File: src/rtl/jtopl_snd_pkg.sv
// Shared constants for the OPL sound output path: default sample width,
// gain field width and the saturation limits for the default width.
package jtopl_snd_pkg;

   localparam int SND_SW = 13;
   localparam int GAIN_W = 2;

   // Largest positive and most negative two's-complement values at SND_SW bits
   localparam logic [SND_SW-1:0] SND_MAX = {1'b0, {(SND_SW-1){1'b1}}};
   localparam logic [SND_SW-1:0] SND_MIN = {1'b1, {(SND_SW-1){1'b0}}};

endpackage

File: src/rtl/jtopl_snd_sat.sv
// Combinational gain stage: arithmetic left shift by 0..3 computed three bits
// wider than the sample, then clamped back into SW bits when it overflows.
module jtopl_snd_sat
   import jtopl_snd_pkg::*;
#(
   parameter int SW = SND_SW
) (
   input  logic [SW-1:0]     snd,
   input  logic [GAIN_W-1:0] gain,
   output logic [SW-1:0]     dout
);

   localparam int XW = SW + 3;
   localparam logic [SW-1:0] SAT_MAX = {1'b0, {(SW-1){1'b1}}};
   localparam logic [SW-1:0] SAT_MIN = {1'b1, {(SW-1){1'b0}}};

   logic signed [XW-1:0] ext;
   logic signed [XW-1:0] shifted;
   logic [3:0]           agree;

   // Sign-extend into the headroom bits so a shift of up to 3 never loses the sign
   assign ext     = {{3{snd[SW-1]}}, snd};
   assign shifted = ext <<< gain;

   // The result fits in SW bits only if every headroom bit repeats bit SW-1
   generate
      for (genvar gi = 0; gi < 4; gi++) begin : g_agree
         assign agree[gi] = (shifted[SW-1+gi] == shifted[SW-1]);
      end
   endgenerate

   // Pass the shifted value, or clamp toward the input's sign on overflow
   always_comb begin
      dout = shifted[SW-1:0];
      if (!(&agree)) begin
         dout = snd[SW-1] ? SAT_MIN : SAT_MAX;
      end
   end

endmodule

File: src/rtl/jtopl_snd_fifo.sv
// Captures one accumulator sample per frame, applies the gain stage and
// queues the result in a small FIFO drained over a valid/ready handshake.
// Overruns drop the new sample and raise a sticky flag.
module jtopl_snd_fifo
   import jtopl_snd_pkg::*;
#(
   parameter int SW    = SND_SW,
   parameter int DEPTH = 4,
   parameter int AW    = 2
) (
   input  logic              clk,
   input  logic              rst_n,
   input  logic              cenop,
   input  logic              zero,
   input  logic [SW-1:0]     snd,
   input  logic [GAIN_W-1:0] gain,
   output logic [SW-1:0]     dout,
   output logic              dout_valid,
   input  logic              dout_ready,
   output logic [AW:0]       level,
   output logic              ovr,
   input  logic              ovr_clr
);

   localparam logic [AW:0] FULL_LVL = (AW+1)'(DEPTH);
   localparam logic [AW:0] LVL_ONE  = (AW+1)'(1);

   logic            pend_reg;
   logic [AW-1:0]   wr_ptr_reg;
   logic [AW-1:0]   rd_ptr_reg;
   logic [AW:0]     level_reg;
   logic [SW-1:0]   dout_reg;
   logic            ovr_reg;
   logic [SW-1:0]   mem [0:DEPTH-1];

   logic [SW-1:0]   gained;
   logic            push;
   logic            pop;
   logic            full;
   logic            wr_en;
   logic            ovr_set;
   logic [AW-1:0]   rd_next_ptr;

   jtopl_snd_sat #(.SW(SW)) u_sat (
      .snd  (snd),
      .gain (gain),
      .dout (gained)
   );

   // Handshake decode: a push is accepted when there is room or a pop frees a slot
   always_comb begin
      push        = pend_reg;
      pop         = (level_reg != '0) && dout_ready;
      full        = (level_reg == FULL_LVL);
      wr_en       = push && (!full || pop);
      ovr_set     = push && full && !pop;
      rd_next_ptr = rd_ptr_reg + 1'b1;
   end

   // Control state: capture flag, pointers, occupancy, output register, overrun flag
   always_ff @(posedge clk or negedge rst_n) begin
      if (!rst_n) begin
         pend_reg   <= 1'b0;
         wr_ptr_reg <= '0;
         rd_ptr_reg <= '0;
         level_reg  <= '0;
         dout_reg   <= '0;
         ovr_reg    <= 1'b0;
      end else begin
         // snd settles on the capture edge, so it is sampled one clock later
         pend_reg <= cenop & zero;

         if (wr_en) wr_ptr_reg <= wr_ptr_reg + 1'b1;
         if (pop)   rd_ptr_reg <= rd_next_ptr;

         case ({wr_en, pop})
            2'b10:   level_reg <= level_reg + 1'b1;
            2'b01:   level_reg <= level_reg - 1'b1;
            default: ;
         endcase

         // Keep dout equal to the head: load a push that becomes the new head,
         // otherwise follow the pointer to the next stored entry after a pop
         if (wr_en && ((level_reg == '0) || (pop && level_reg == LVL_ONE))) begin
            dout_reg <= gained;
         end else if (pop && level_reg > LVL_ONE) begin
            dout_reg <= mem[rd_next_ptr];
         end

         if (ovr_set) begin
            ovr_reg <= 1'b1;
         end else if (ovr_clr) begin
            ovr_reg <= 1'b0;
         end
      end
   end

   // Sample storage, written without reset so it maps onto plain RAM
   always_ff @(posedge clk) begin
      if (wr_en) mem[wr_ptr_reg] <= gained;
   end

   assign dout       = dout_reg;
   assign dout_valid = (level_reg != '0);
   assign level      = level_reg;
   assign ovr        = ovr_reg;

endmodule

File: config.mk
export PLATFORM = sky130hd
export DESIGN_NAME = jtopl_snd_fifo
export DESIGN_NICKNAME = d
export VERILOG_FILES = /design/src/rtl/jtopl_snd_pkg.sv /design/src/rtl/jtopl_snd_sat.sv /design/src/rtl/jtopl_snd_fifo.sv
export SDC_FILE = /design/constraint.sdc
export NUM_CORES = 1
export LEC_CHECK = 0
export BUFFER_PORTS_ARGS = -buffer_cell sky130_fd_sc_hd__buf_2
export CAP_MARGIN = 20
export CORE_ASPECT_RATIO = 1.25
export CORE_MARGIN = 5
export CORE_UTILIZATION = 55
export CTS_CLUSTER_DIAMETER = 30
export DETAILED_ROUTE_END_ITERATION = 16
export GPL_TIMING_DRIVEN = 0
export PLACE_DENSITY = 0.76
export SLEW_MARGIN = 0
export SYNTH_ARGS = -nofsm -noshare
export SYNTH_HDL_FRONTEND = slang
export SYNTH_SLANG_ARGS = --single-unit
File: constraint.sdc
create_clock -name clk -period 4.1 [get_ports clk]
set_clock_uncertainty 0.05 [all_clocks]
set_input_delay 0.41 -clock clk [delete_from_list [all_inputs] [get_ports clk]]
set_output_delay 0.41 -clock clk [all_outputs]
set_load 0.1 [all_outputs]
# Word-level counts from Yosys, hierarchy flattened
# Memory sizes are Yosys's and may differ from the RTL's.
# Cells that the tools add are included.
# Widths: inputs -> output; s select.
dict set report word_totals {
  register_bits 22
  latch_bits 0
  ramBits 52
  mem_bits_ro 0
  inputBits 21
  out_inout_bits 18
  wordCells 47
  n_memories 1
}
dict set report classes {
  n_addsub 4
  multipliers 0
  div 0
  magnitude_cmp 1
  n_eq_ne 7
  shifts 1
  n_mux 9
  bitwise_logic 1
  reduce_logical 17
}
# name depth word_bits rd rd_ports_with_merged_regs write_ports line
set mem_list {}
lappend mem_list {mem 4 13 1 0 1 jtopl_snd_fifo.sv:34} ;# logic [SW-1:0] mem [0:DEPTH-1];
# op count
set op_table {}
lappend op_table {{$mux 13} 4}
lappend op_table {{$sshl 13x2->16} 1}
lappend op_table {{$logic_and 1x1->1} 7}
lappend op_table {{$pmux 3 s2} 1}
lappend op_table {{$reduce_bool 2->1} 3}
lappend op_table {{$add 2x1->2 const B} 2}
lappend op_table {{$mux 1} 4}
lappend op_table {{$add 3x1->3 const B} 1}
lappend op_table {{$eq 1x1->1} 3}
lappend op_table {{$eq 3x1->1 const B} 1}
lappend op_table {{$eq 3x3->1 const B} 1}
lappend op_table {{$gt 3x1->1 const B} 1}
lappend op_table {{$logic_not 3->1} 1}
lappend op_table {{$reduce_and 3->1} 1}
lappend op_table {{$reduce_bool 3->1} 1}
lappend op_table {{$sub 3x1->3 const B} 1}
lappend op_table {{$eq 2x1->1 const B} 1}
lappend op_table {{$eq 2x2->1 const B} 1}
lappend op_table {{$logic_not 1->1} 2}
lappend op_table {{$logic_or 1x1->1} 2}
lappend op_table {{$and 1x1->1} 1}

# Longest topological paths before layout
dict set report depth {
  ltp_word 6
  depth_mapped 9
}

# Cells and area by module
# From an unflattened synthesis, not the netlist that was laid out.
dict set report unflattened {
  hier_cells 253
  area_unflattened_um2 3584.7
}
# mod n_inst cells_each area_each_um2
set by_module_without_submodules {}
lappend by_module_without_submodules {jtopl_snd_fifo 1 194 3188.1}
lappend by_module_without_submodules {jtopl_snd_sat 1 59 396.6}

# Least setup slack after synthesis
# Ideal clock, no wire load.
dict set report synth_timing {
  path_kind {flip-flop to flip-flop}
  from {register level_reg[1] (netlist: level[1])}
  to {register level_reg[1] (netlist: level[1])}
  setup_ns 0.083
  t_arrival_ns 2.792
  slack_ns 1.175
  path_stages_with_launch 8
  synth_period_minus_slack_ns 2.925
  cell_sequence {dfrtp_1 inv_1 ha_1 buf_2 nand2_1 maj3_1 o21ai_0 o21ai_0}
}
dict set report synth_between {
  elab_chain_cells 6
}
# item line
set synth_rtl {}
lappend synth_rtl {{from (decl)} jtopl_snd_fifo.sv:31} ;# logic [AW:0] level_reg;
lappend synth_rtl {{from (signal assigned)} jtopl_snd_fifo.sv:77} ;# 2'b10: level_reg <= level_reg + 1'b1;
lappend synth_rtl {{from (signal assigned)} jtopl_snd_fifo.sv:78} ;# 2'b01: level_reg <= level_reg - 1'b1;
lappend synth_rtl {{$reduce_bool 3->1 (*)} n/a}
lappend synth_rtl {{via dout_valid} jtopl_snd_fifo.sv:18} ;# output logic dout_valid,
lappend synth_rtl {{$logic_and 1x1->1 (*)} jtopl_snd_fifo.sv:53} ;# pop = (level_reg != '0) && dout_ready;
lappend synth_rtl {{$logic_or 1x1->1} jtopl_snd_fifo.sv:55} ;# wr_en = push && (!full || pop);
lappend synth_rtl {{$logic_and 1x1->1} jtopl_snd_fifo.sv:55}
lappend synth_rtl {{$eq 2x1->1 / $eq 2x2->1 (equally long branches)} jtopl_snd_fifo.sv:76} ;# case ({wr_en, pop})
lappend synth_rtl {{$pmux 3 s2 / $reduce_bool 2->1 (equally long branches)} n/a}
# The timed path passes the listed nets; every way through them passes the cells marked *.
# A chain may end at the register's enable or synchronous reset.

# Worst setup path in the final report
dict set report layout_timing {
  from {register level_reg[1] (netlist: level[1])}
  to {memory mem[2][12] in the netlist's numbering (enable)}
}
dict set report layout_between {
  elab_chain_cells 6
}
# item line
set layout_rtl {}
lappend layout_rtl {{$eq 3x3->1 / $reduce_bool 3->1 (equally long branches)} {jtopl_snd_fifo.sv:54, jtopl_snd_fifo.sv:53}}
lappend layout_rtl {{$logic_not 1->1 / $logic_and 1x1->1 (equally long branches)} {jtopl_snd_fifo.sv:55, jtopl_snd_fifo.sv:53}}
lappend layout_rtl {{$logic_or 1x1->1 (*)} jtopl_snd_fifo.sv:55}
lappend layout_rtl {{$logic_and 1x1->1 (*)} jtopl_snd_fifo.sv:55}
lappend layout_rtl {{$mux 1 (*)} jtopl_snd_fifo.sv:100} ;# if (wr_en) mem[wr_ptr_reg] <= gained;
lappend layout_rtl {{$mux 1 (implied by the code) (*)} jtopl_snd_fifo.sv:100}
lappend layout_rtl {{to (decl)} jtopl_snd_fifo.sv:34}
# Every way passes the cells marked *; elsewhere a longest branch is shown, timed or not.

==> run_results.csv <==
group,metric,value,unit
clocking,htreeDepth,3,
clocking,clk_path_buf_depth,2,
sta,drv_slew,0,
placement,portBuffers,37,
layout,seq_area,2110,µm²
clocking,cts_root_buffer,"clkbuf_8",
clocking,numClockSinks,74,
worst_setup_path,reg2reg_depth,7,
floorplan,fp.coreArea,6170,µm²
power_and_ir_drop,power,3.14,mW
clocking,clkTransAtPathRegs,0.08,ns
global_route,grt_max_degree,23,
sta,hold_viol,15,
logic_synthesis,synth_flop_cell,"edfxtp_1",
power_and_ir_drop,power_density,792,nW/µm²
worst_setup_path,crit_arrival,2.49,ns
drt,via_count,2232,
sta,relSlewSlack,50.2,%
layout,multiInputGateArea,1210,µm²
clocking,clk_latency,0.36,ns
logic_synthesis,synth-edff-count,52,
worst_setup_path,reg2reg_slack,1.55,ns
global_route,grt_pass1_wl,11500,µm
clocking,cts_hold_buf,0,
floorplan,start_util,56.2,%
logic_synthesis,ys_seq_elements,74,
worst_setup_path,endpoint_kind,"register",
sta,worstMarginPinSlew,0.747,ns
layout,antenna_cells,0,
worst_setup_path,path_class,"reg2reg",
floorplan,dieWidth,81.0,µm
status,violations,"negative hold slack",
worst_setup_path,rr_startpoint,"level[1]",
logic_synthesis,seq_area_frac_synth,60.9,%
global_route,grt_pass1_vias,2313,
global_route,gr-total-overflow,0,
sta,finalCritPeriodShare,62.2,%
logic_synthesis,syn_inst,260,
worst_setup_path,worstSetupEndpoint,"mem[2][12]",
drt,wl_per_cell,18.2,µm
logic_synthesis,yosys_warnings,0,
worst_setup_path,slowest_stage,"and2_1",
sta,setup_viol,0,
floorplan,rows,32,
logic_synthesis,netlist.area_leader.share,45.0,%
floorplan,die-area,8000,µm²
logic_synthesis,synth_cell_types,39,
floorplan,ios,39,
power_and_ir_drop,max-vdd-ir-drop,0.000565,V
floorplan,die_h,98.8,µm
drt,drt_iter0_drc,112,
drt,drc_errors,0,
worst_setup_path,crit_start,"level[1]",
worst_setup_path,cp_common_cell,"nor2_1",
worst_setup_path,path_cells,"inv_1 -> ha_1 -> buf_2 -> nand2_1 -> nor2_1 -> nor2_1 -> and2_1",
layout,area_growth,14.4,%
logic_synthesis,synth_nets,289,
drt,ant_nets,0,
clocking,numCtsBuffers,9,
power_and_ir_drop,p_leak,1.61,nW
sta,hold_ws,-0.00723,ns
worst_setup_path,cp-start-kind,"register",
placement,dp_hpwl,4980,µm
hold_path,hp-class,"in2async",
clocking,post_cts_buffers,0,
clocking,post_cts_resize_count,0,
layout,fillCellCount,513,
logic_synthesis,avgSynthCellArea,13.3,µm²
worst_setup_path,required,4.03,ns
sta,setup_tns,0,ns
status,status,"finished, violations left",
worst_setup_path,critical-path-max-stage-delay,0.68,ns
drt,drtPass1Iterations,4,
drt,drt-vias-per-instance,5.61,
worst_setup_path,r2r-end,"mem[2][12]",
global_route,grt.total_usage,19.9,%
placement,place_congestion,0.829,
sta,rsz0062_at_grt,"no",
layout,drive_above_1_share,25.9,%
sta,fmaxAchievable,0.392,GHz
layout,largest_reg_flops,52,
logic_synthesis,synth-async-reset-ratio,29.7,%
logic_synthesis,netlist_area,3470,µm²
layout,final_nets,337,
global_route,antenna_found_initial,0,
worst_setup_path,critPathMaxFanout,13,
drt,wl,7260,µm
logic_synthesis,yosys.area.top_type,"edfxtp_1",
sta,period_needed,2.55,ns
logic_synthesis,synth_area_leaders,"edfxtp_1 (45%), dfrtp_1 (16%), mux4_2 (8.4%), ha_1 (2.9%), nand2_1 (2.4%)",
run,maxCapViolCount,0,
clocking,cts_tree,"done",
cell families after synthesis:
group | share of synthesized area (%)
XOR/XNOR | 1.01
AO/OA/AOI/OAI | 10.6
adder cells (fa/ha/maj) | 3.18
flip-flops | 60.9
multiplexers | 12.1
AND/OR/NAND/NOR | 7.94
buffers and inverters | 4.29
cell usage after synthesis (all sizes together) (5+ instances only):
master,n
ha,8
buf,9
dfrtp,22
mux2i,7
nand2,22
nand3,5
a21oi,12
and2,6
inv,19
a21o,7
mux4,13
a221oi,5
nor2,16
mux2,5
o21ai,15
edfxtp,52
clkbuf,5
critical path, delay by kind of cell (launching register included):
kind                     cells  cell delay [ns]
flip-flops                   1             0.46
buffers and inverters        2             0.30
AND/OR/NAND/NOR              4             1.16
adder cells (fa/ha/maj)      1             0.20
stage by stage:
step | area (µm²) | std cells | util (%) | setup slack, ns
after floorplan | 3470 | 260 | - | 1.17
after global routing | 3970 | 398 | 64.3 | 1.41
after CTS | 3970 | 398 | 64.3 | 1.51
final | 3970 | 398 | 64.3 | 1.55
after detailed placement | 3760 | 382 | 61.0 | 1.54
after global placement | 3760 | 382 | 61.0 | 1.61
routing by layer:
| metal | global-route usage, % | vias to the layer above | share of wire, % | wire [µm] |
|---|---|---|---|---|
| met5 | 0 | - | 0 | 0 |
| met4 | 8.06 | 0 | 1.4 | 99 |
| met3 | 4.02 | 9 | 5.3 | 382 |
| met2 | 34.5 | 71 | 53 | 3870 |
| met1 | 23.7 | 1100 | 40 | 2910 |
| li1 | - | 1052 | - | - |
where the power goes:
part	leakage (nW)	switching [mW]	total (mW)	internal, mW
clock network	0.104	0.263	0.601	0.338
registers	0.735	0.0922	1.07	0.976
logic	0.770	1.07	1.47	0.399
total	1.61	1.43	3.14	1.71
layout make-up:
class                      count  area share [%]
buffer                        14            1.96
clock inverter                 6            2.05
tap                           85            2.68
clock buffer                  10            3.22
multi-input combinational    153            30.4
timing repair buffer          37            4.67
inverter                      19            1.80
sequential                    74            53.2
cells in the final DEF (no fill, tap or decap), drive strengths merged, types with 2 or more instances in the layout:
cell and n:
mux2 5, o211ai 4, nor2 16, mux2i 7, xnor2 4, edfxtp 52, nand2 22, clkinv 3
nand3 5, a221oi 5, and2 6, bufinv 2, nor3 2, clkbuf 15, a22o 2, o21ai 15
inv 19, nand3b 2, a21oi 12, mux4 13, a22oi 3, a21o 7, nand2b 3, dfrtp 22
ha 8, buf 46
how the worst min path moves through the flow:
stage	end	slack, ns
final	dout[4]	-0.007
after global routing	dout[4]	0.03
after CTS	dout[4]	0.01
after detailed placement	dout[0]	0.39
after global placement	dout[0]	0.37
after floorplan	dout[0]	0.06
No activity file was read; power rests on OpenSTA's default activity.
